===== src/rtl/rv32i_pkg.sv =====
// Shared encodings for the multicycle RV32I controller: opcodes, ALU codes,
// FSM states and datapath select values.
package rv32i_pkg;

   localparam int unsigned OP_W    = 7;
   localparam int unsigned ALU_W   = 3;
   localparam int unsigned SEL_W   = 2;

   // ALU operation codes shared with the ALU
   typedef enum logic [ALU_W-1:0] {
      ALU_ADD = 3'b000,
      ALU_SUB = 3'b001,
      ALU_AND = 3'b010,
      ALU_OR  = 3'b011,
      ALU_SLT = 3'b101
   } alu_ctrl_e;

   // Supported opcodes
   localparam logic [OP_W-1:0] OP_LOAD   = 7'b0000011;
   localparam logic [OP_W-1:0] OP_STORE  = 7'b0100011;
   localparam logic [OP_W-1:0] OP_RTYPE  = 7'b0110011;
   localparam logic [OP_W-1:0] OP_ITYPE  = 7'b0010011;
   localparam logic [OP_W-1:0] OP_BRANCH = 7'b1100011;
   localparam logic [OP_W-1:0] OP_JAL    = 7'b1101111;

   typedef enum logic [3:0] {
      S_FETCH,
      S_DECODE,
      S_MEMADR,
      S_MEMREAD,
      S_MEMWB,
      S_MEMWRITE,
      S_EXECR,
      S_EXECI,
      S_ALUWB,
      S_BRANCH,
      S_JAL,
      S_ILLEGAL
   } state_e;

   // result_src
   localparam logic [SEL_W-1:0] RES_ALUOUT = 2'b00;
   localparam logic [SEL_W-1:0] RES_RDATA  = 2'b01;
   localparam logic [SEL_W-1:0] RES_ALU    = 2'b10;
   // alu_src_a
   localparam logic [SEL_W-1:0] SRCA_PC    = 2'b00;
   localparam logic [SEL_W-1:0] SRCA_OLDPC = 2'b01;
   localparam logic [SEL_W-1:0] SRCA_RS1   = 2'b10;
   // alu_src_b
   localparam logic [SEL_W-1:0] SRCB_RS2   = 2'b00;
   localparam logic [SEL_W-1:0] SRCB_IMM   = 2'b01;
   localparam logic [SEL_W-1:0] SRCB_FOUR  = 2'b10;
   // imm_src
   localparam logic [SEL_W-1:0] IMM_I      = 2'b00;
   localparam logic [SEL_W-1:0] IMM_S      = 2'b01;
   localparam logic [SEL_W-1:0] IMM_B      = 2'b10;
   localparam logic [SEL_W-1:0] IMM_J      = 2'b11;

endpackage


===== src/rtl/multicycle_controller_alu_decoder.sv =====
// alu_decoder: maps funct3/funct7b5 to an ALU operation and flags
// unsupported encodings.
//   funct3, funct7b5 : instruction fields
//   is_rtype         : 1 for register-register ops (funct7b5 selects SUB)
//   alu_ctrl         : ALU operation code
//   legal            : encoding is supported
module alu_decoder
   import rv32i_pkg::*;
(
   input  logic [2:0] funct3,
   input  logic       funct7b5,
   input  logic       is_rtype,
   output logic [2:0] alu_ctrl,
   output logic       legal
);

   always_comb begin
      alu_ctrl = ALU_ADD;
      legal    = 1'b1;
      case (funct3)
         3'b000:  if (is_rtype && funct7b5) alu_ctrl = ALU_SUB;
         3'b010:  alu_ctrl = ALU_SLT;
         3'b110:  alu_ctrl = ALU_OR;
         3'b111:  alu_ctrl = ALU_AND;
         default: legal = 1'b0;
      endcase
      // funct7b5 only has meaning for add/sub on register ops
      if (is_rtype && funct7b5 && (funct3 != 3'b000)) legal = 1'b0;
   end

endmodule


===== src/rtl/multicycle_controller.sv =====
// multicycle_controller: control FSM for the multicycle RV32I datapath.
//   clk, rst        : clock, async active-high reset
//   op/funct3/funct7b5 : instruction register fields
//   zero, mem_ready : ALU zero flag, memory completion handshake
//   pc_write, ir_write, mem_write, reg_write : datapath enables
//   adr_src, result_src, alu_src_a, alu_src_b, imm_src : datapath selects
//   alu_ctrl        : ALU operation
//   illegal         : one-cycle pulse on unsupported instruction
module multicycle_controller
   import rv32i_pkg::*;
(
   input  logic       clk,
   input  logic       rst,
   input  logic [6:0] op,
   input  logic [2:0] funct3,
   input  logic       funct7b5,
   input  logic       zero,
   input  logic       mem_ready,
   output logic       pc_write,
   output logic       ir_write,
   output logic       adr_src,
   output logic       mem_write,
   output logic       reg_write,
   output logic [1:0] result_src,
   output logic [1:0] alu_src_a,
   output logic [1:0] alu_src_b,
   output logic [2:0] alu_ctrl,
   output logic [1:0] imm_src,
   output logic       illegal
);

   state_e     r_state;
   state_e     w_next;
   logic       w_is_rtype;
   logic [2:0] w_dec_ctrl;
   logic       w_dec_legal;
   logic       w_pc_write;
   logic       w_ir_write;
   logic       w_mem_write;
   logic       w_reg_write;
   logic       w_illegal;

   assign w_is_rtype = (op == OP_RTYPE);

   alu_decoder u_alu_decoder (
      .funct3   (funct3),
      .funct7b5 (funct7b5),
      .is_rtype (w_is_rtype),
      .alu_ctrl (w_dec_ctrl),
      .legal    (w_dec_legal)
   );

   // State register
   always_ff @(posedge clk or posedge rst) begin
      if (rst) r_state <= S_FETCH;
      else     r_state <= w_next;
   end

   // Next state and Moore outputs (mem_ready / zero gating where noted)
   always_comb begin
      w_next      = r_state;
      w_pc_write  = 1'b0;
      w_ir_write  = 1'b0;
      w_mem_write = 1'b0;
      w_reg_write = 1'b0;
      w_illegal   = 1'b0;
      adr_src     = 1'b0;
      result_src  = RES_ALUOUT;
      alu_src_a   = SRCA_PC;
      alu_src_b   = SRCB_RS2;
      alu_ctrl    = ALU_ADD;
      imm_src     = IMM_I;

      case (r_state)
         S_FETCH: begin
            alu_src_b  = SRCB_FOUR;
            result_src = RES_ALU;
            w_ir_write = mem_ready;
            w_pc_write = mem_ready;
            if (mem_ready) w_next = S_DECODE;
         end
         S_DECODE: begin
            // Branch/jump target goes into ALUOut while the op is decoded
            alu_src_a = SRCA_OLDPC;
            alu_src_b = SRCB_IMM;
            case (op)
               OP_STORE:  imm_src = IMM_S;
               OP_BRANCH: imm_src = IMM_B;
               OP_JAL:    imm_src = IMM_J;
               default:   imm_src = IMM_I;
            endcase
            case (op)
               OP_LOAD, OP_STORE: w_next = S_MEMADR;
               OP_RTYPE:  w_next = w_dec_legal ? S_EXECR : S_ILLEGAL;
               OP_ITYPE:  w_next = w_dec_legal ? S_EXECI : S_ILLEGAL;
               OP_BRANCH: w_next = (funct3[2:1] == 2'b00) ? S_BRANCH : S_ILLEGAL;
               OP_JAL:    w_next = S_JAL;
               default:   w_next = S_ILLEGAL;
            endcase
         end
         S_MEMADR: begin
            alu_src_a = SRCA_RS1;
            alu_src_b = SRCB_IMM;
            imm_src   = (op == OP_STORE) ? IMM_S : IMM_I;
            w_next    = (op == OP_STORE) ? S_MEMWRITE : S_MEMREAD;
         end
         S_MEMREAD: begin
            adr_src = 1'b1;
            if (mem_ready) w_next = S_MEMWB;
         end
         S_MEMWB: begin
            result_src  = RES_RDATA;
            w_reg_write = 1'b1;
            w_next      = S_FETCH;
         end
         S_MEMWRITE: begin
            adr_src     = 1'b1;
            w_mem_write = 1'b1;
            if (mem_ready) w_next = S_FETCH;
         end
         S_EXECR: begin
            alu_src_a = SRCA_RS1;
            alu_src_b = SRCB_RS2;
            alu_ctrl  = w_dec_ctrl;
            w_next    = S_ALUWB;
         end
         S_EXECI: begin
            alu_src_a = SRCA_RS1;
            alu_src_b = SRCB_IMM;
            alu_ctrl  = w_dec_ctrl;
            w_next    = S_ALUWB;
         end
         S_ALUWB: begin
            w_reg_write = 1'b1;
            w_next      = S_FETCH;
         end
         S_BRANCH: begin
            alu_src_a  = SRCA_RS1;
            alu_src_b  = SRCB_RS2;
            alu_ctrl   = ALU_SUB;
            // funct3[0] distinguishes bne from beq
            w_pc_write = funct3[0] ? ~zero : zero;
            w_next     = S_FETCH;
         end
         S_JAL: begin
            alu_src_a  = SRCA_OLDPC;
            alu_src_b  = SRCB_FOUR;
            w_pc_write = 1'b1;
            w_next     = S_ALUWB;
         end
         S_ILLEGAL: begin
            w_illegal = 1'b1;
            w_next    = S_FETCH;
         end
         default: w_next = S_FETCH;
      endcase
   end

   // Enables are squashed immediately while reset is held
   assign pc_write  = w_pc_write  & ~rst;
   assign ir_write  = w_ir_write  & ~rst;
   assign mem_write = w_mem_write & ~rst;
   assign reg_write = w_reg_write & ~rst;
   assign illegal   = w_illegal   & ~rst;

endmodule


===== config.mk =====
export PLATFORM = sky130hd
export DESIGN_NAME = multicycle_controller
export DESIGN_NICKNAME = d
export VERILOG_FILES = /design/src/rtl/rv32i_pkg.sv /design/src/rtl/multicycle_controller_alu_decoder.sv /design/src/rtl/multicycle_controller.sv
export SDC_FILE = /design/constraint.sdc
export NUM_CORES = 1
export LEC_CHECK = 0
export BUFFER_PORTS_ARGS = -buffer_cell sky130_fd_sc_hd__buf_2
export CORE_MARGIN = 4
export CORE_UTILIZATION = 30
export CTS_BUF_LIST = sky130_fd_sc_hd__clkbuf_8 sky130_fd_sc_hd__clkbuf_16
export CTS_CLUSTER_DIAMETER = 80
export DETAILED_ROUTE_END_ITERATION = 12
export MAX_ROUTING_LAYER = met4
export PLACE_DENSITY = 0.6
export SLEW_MARGIN = 15
export SYNTH_ARGS = -nofsm -noshare
export SYNTH_HDL_FRONTEND = slang
export SYNTH_SLANG_ARGS = --single-unit

===== constraint.sdc =====
create_clock -name clk -period 4.85 [get_ports clk]
set_clock_uncertainty 0.1 [all_clocks]
set_input_delay 0.7275 -clock clk [delete_from_list [all_inputs] [get_ports clk]]
set_output_delay 0.7275 -clock clk [all_outputs]
set_load 0.1 [all_outputs]

**Yosys cells after proc, flatten, opt, wreduce, memory -nomap -nowiden**

Cells that the tools add are included.
W data, S select, Z words.

- Output and inout port bits: 17
- Flip-flop bits (word level): 4
- Word-level logic and storage cells: 75

- Reductions and logical operators: 17
- Muxes and demuxes: 27
- Bitwise gates (word level): 7
- Eq/ne operators: 23

Operators with widths:

| operator | number |
|---|---|
| $pmux W4 S6 | 1 |
| $mux W4 | 5 |
| $pmux W4 S5 | 1 |
| $eq A4 B3 Y1 const B | 4 |
| $eq A4 B4 Y1 const B | 4 |
| $pmux W2 S2 | 4 |
| $eq A7 B6 Y1 const B | 2 |
| $eq A7 B7 Y1 const B | 2 |
| $pmux W3 S4 | 1 |
| $reduce_or A2 Y1 | 6 |
| $mux W1 | 10 |
| $eq A4 B2 Y1 const B | 2 |
| $reduce_or A4 Y1 | 2 |
| $eq A7 B2 Y1 const B | 1 |
| $eq A7 B5 Y1 const B | 1 |
| $eq A3 B3 Y1 const B | 2 |
| $ne A2 B2 Y1 const B | 3 |
| $pmux W2 S3 | 1 |
| $pmux W3 S2 | 1 |
| $reduce_or A3 Y1 | 2 |
| $and A1 B1 Y1 | 5 |
| $eq A4 B1 Y1 const B | 1 |
| $logic_not A4 Y1 | 1 |
| $eq A3 B2 Y1 const B | 1 |
| 9 further kinds | 11 |

**Longest topological paths before layout**

- Depth in word-level cells: 7
- Gate-level depth with buffers: 5
- Depth with buffers taken out: 4

**Cells and area by module**

A second synthesis with hierarchy kept.

- Cell total of the unflattened synthesis: 101
- Area, all modules: 668.1 µm²

Modules (own cells, without submodules):

| module | cells an instance | area an instance (µm²) | times used |
|---|---|---|---|
| multicycle_controller | 93 | 618.1 | 1 |
| alu_decoder | 8 | 50.0 | 1 |

**Worst setup path after synthesis**

OpenSTA, ideal clock, no wires.

- Path kind: reg2out
- From: register r_state[2]
- To: output alu_ctrl[2]
- Path slack: 0.013 ns
- Buffers on the path: 2
- Arrival: 4.010 ns
- Data required time: 4.023 ns
- Cell stages (with the launch flop): 5
- Cells stage by stage: dfrtp_1 -> buf_2 -> buf_1 -> nand2_1 -> nor4b_1

- Cells in the longest elaborated chain, start to end: 3

Ends and longest elaborated chain:

| what | line | source |
|---|---|---|
| start: declaration | multicycle_controller.sv:32 | `state_e r_state;` |
| start signal: assignment | multicycle_controller.sv:56 | `else r_state <= w_next;` |
| $eq A4 B3 Y1 | multicycle_controller.sv:74 | `case (r_state)` |
| $reduce_or A2 Y1 (no line) | -- |  |
| $pmux W3 S2 (*) | multicycle_controller.sv:74 |  |
| end: declaration | multicycle_controller.sv:27 | `output logic [2:0] alu_ctrl,` |

Mark *: on every way between the ends. The rest lies on a longest branch, timed or not.

**Worst setup path in the final report**

- From: register r_state[0]
- To: output imm_src[0]

- Cells in the longest elaborated chain, start to end: 2

Ends and longest elaborated chain:

| what | line | source |
|---|---|---|
| $eq A4 B2 Y1 / $eq A4 B1 Y1 (equally long branches) | multicycle_controller.sv:74 |  |
| $pmux W2 S2 (*) | multicycle_controller.sv:74 |  |
| end: declaration | multicycle_controller.sv:28 | `output logic [1:0] imm_src,` |

Marked as above.

==> flow_summary.json <==
{
  "crit_type": "flip-flop to output pin",
  "ys.warnings.count": 0,
  "ys_types": 40,
  "hold_path_class": "input pin to async pin",
  "top_usage_layer": "met2",
  "cp.required_ps": 4020,
  "final_nets": 146,
  "setup_violations": 0,
  "synth_nets": 116,
  "finalCritPeriodShare_pct": 63.46,
  "synthMuxAreaShare_pct": 3.002,
  "port_buffers": 31,
  "wl_um": 1993,
  "insertion_delay_ps": 210,
  "wire_per_inst_um": 12.78,
  "first_pass_iters": 4,
  "grt_usage_pct": 14.92,
  "h-tree-depth": 1,
  "drive_above_1_share_pct": 29.46,
  "finalCriticalPeriod_ps": 3078,
  "finalInstanceArea_um2": 868.3,
  "diodes": 0,
  "area_growth_pct": 30.21,
  "clock-sinks": 4,
  "grtUsageMet1_pct": 19.48,
  "avgSynthCellArea_um2": 6.603,
  "place.gp.congestion": 0.8112,
  "fp.dieH_um": 55.15,
  "largest_reg_flops": 4,
  "r2r_slack_ps": 2910,
  "fill_cells": 246,
  "synth_top_cells_by_area": "dfrtp_1 15%, nor2_1 6.2%, nand2_1 5.6%, nand3_1 5.3%, xor2_1 5.3%",
  "clk_path_buf_depth": 2,
  "crit_fanout": 19,
  "max-cap-violations": 0,
  "grt_pass1_vias": 725,
  "synth_xor_area_share_pct": 6.567,
  "whs_ps": 336.6,
  "startpoint_type": "flip-flop",
  "synth_seq_cells": 4,
  "yosysTopAreaCellShare_pct": 15.01,
  "synth.top_cells.by_count": "11 x nor2_1, 10 x nand2_1, 7 x nand3_1",
  "hold_viol": 0,
  "synth_edf_count": 0,
  "maxSlewHeadroom_pct": 60.43,
  "multiInputGateArea_um2": 515.5,
  "syn_inst": 101,
  "worstPathArrival_ps": 2250,
  "yosysTopAreaCell": "dfrtp_1",
  "detail-route-antenna-nets": 0,
  "yosysMostFrequentCell": "nor2_1",
  "grt_use_met3_pct": 2.413,
  "syn_area_um2": 666.9,
  "synthAdderAreaFrac_pct": 0,
  "pre_cts_ws_ps": 1920,
  "setup_ws_ps": 1772,
  "cts_tree": "yes",
  "rows": 16,
  "seqCellArea_um2": 100.1,
  "synth_compound_area_share_pct": 21.58,
  "root_buffer": "clkbuf_8",
  "gr-usage-met2_pct": 23.43,
  "rsz0062_at_grt": "false",
  "endpoint_kind": "output pin",
  "worstMarginPinSlew_ps": 593.6,
  "viasPerCell": 5.231,
  "antenna_found_initial": 0,
  "synth_top_family_by_area": "simple AND/OR/NAND/NOR gates",
  "postSynth.asyncResetShare_pct": 100.0,
  "status": "finished clean",
  "top_regs": "r_state (4)",
  "cts_made_buffers": 3,
  "dp.final_hpwl_um": 1597,
  "top_register": "r_state",
  "core_area_um2": 2042,
  "cts-resized-gates": 0,
  "dpl_cell_area_um2": 827.0,
  "max_freq_mhz": 324.9,
  "die_w_um": 55.15,
  "pin_count": 32,
  "design.die.area_um2": 3042,
  "grt_pass1_wl_um": 3201,
  "yosysSeqAreaShare_pct": 15.01,
  "drcViolationCount": 0,
  "finalMaxSlewViolations": 0,
  "initial_core_util_pct": 32.66,
  "vias": 816,
  "grt_max_degree": 20,
  "drt_iter0_drc": 8,
  "synth_simple_gate_area_share_pct": 46.15,
  "synth-main-ff-cell": "dfrtp_1",
  "grt_overflow": 0,
  "setup_tns_ps": 0,
  "clkSlewWorstSetupHoldPaths_ps": 30,
  "post_cts_buffers": 0,
  "cts_hold_buf": 0
}
==> cell families (layout without fill, tap and decap cells) <==
| kind of cell | after synthesis | count (layout) |
|---|---|---|
| AND/OR/NAND/NOR | 57 | 57 |
| AO/OA/AOI/OAI | 21 | 21 |
| buffers and inverters | 12 | 40 |
| XOR/XNOR | 5 | 5 |
| flip-flops | 4 | 4 |
| multiplexers | 2 | 2 |
==> final timing paths <==
| path | start | endpoint | cells past startpoint |
|---|---|---|---|
| max in group asynchronous | rst | r_state[0] | 2 |
| setup reg to reg | r_state[0] | r_state[2] | 4 |
| setup / recovery | r_state[0] | imm_src[0] | 5 |
| min in group clk | r_state[1] | r_state[1] | 2 |
| hold / removal | rst | r_state[2] | 2 |
| hold reg to reg | r_state[1] | r_state[1] | 2 |
==> layout make-up <==
type	count	area share [%]
Multi-Input combinational cell	85	59.37
Sequential cell	4	11.53
Inverter	6	2.594
Timing Repair Buffer	31	17.87
Clock buffer	3	4.755
Tap cell	27	3.890
==> cells in the final DEF, fill, tap and decap left out, types with 2 or more instances in the layout <==
master / instances
nor3_1: 5
nand3_1: 7
or3_1: 2
xor2_1: 4
nor3b_1: 2
dfrtp_1: 4
or2_2: 2
nand2_1: 10
o21ai_0: 2
mux2i_1: 2
buf_2: 31
a2bb2oi_1: 2
nor2b_1: 3
nor4_1: 2
nor2_1: 11
a21boi_0: 2
clkbuf_8: 3
inv_1: 6
a21oi_1: 6
a211oi_1: 2
nand2b_1: 4
==> critical path, cell delays in order (launching register included) <==
cell and delay, ps:
dfrtp_1 650, nor2b_1 290, nand2_1 150, or3_1 370, a21oi_1 140, buf_2 440
==> stage by stage <==
stage | cells | util (%)
3_5_place_dp | 153 | 40.50
3_3_place_gp | 153 | 40.50
4_1_cts | 156 | 42.52
5_1_grt | 156 | 42.52
2_1_floorplan | 101 | -
6_report | 156 | 42.52
==> per-layer routing <==
| layer | part of all wire [%] | vias to the layer above |
|---|---|---|
| li1 | - | 421 |
| met1 | 47 | 372 |
| met2 | 46 | 19 |
| met3 | 5.1 | 4 |
| met4 | 1.3 | 0 |
| met5 | 0 | - |
Power is not shown: default switching activity piles up to over one toggle a cycle in this logic, so the estimate is an artifact.
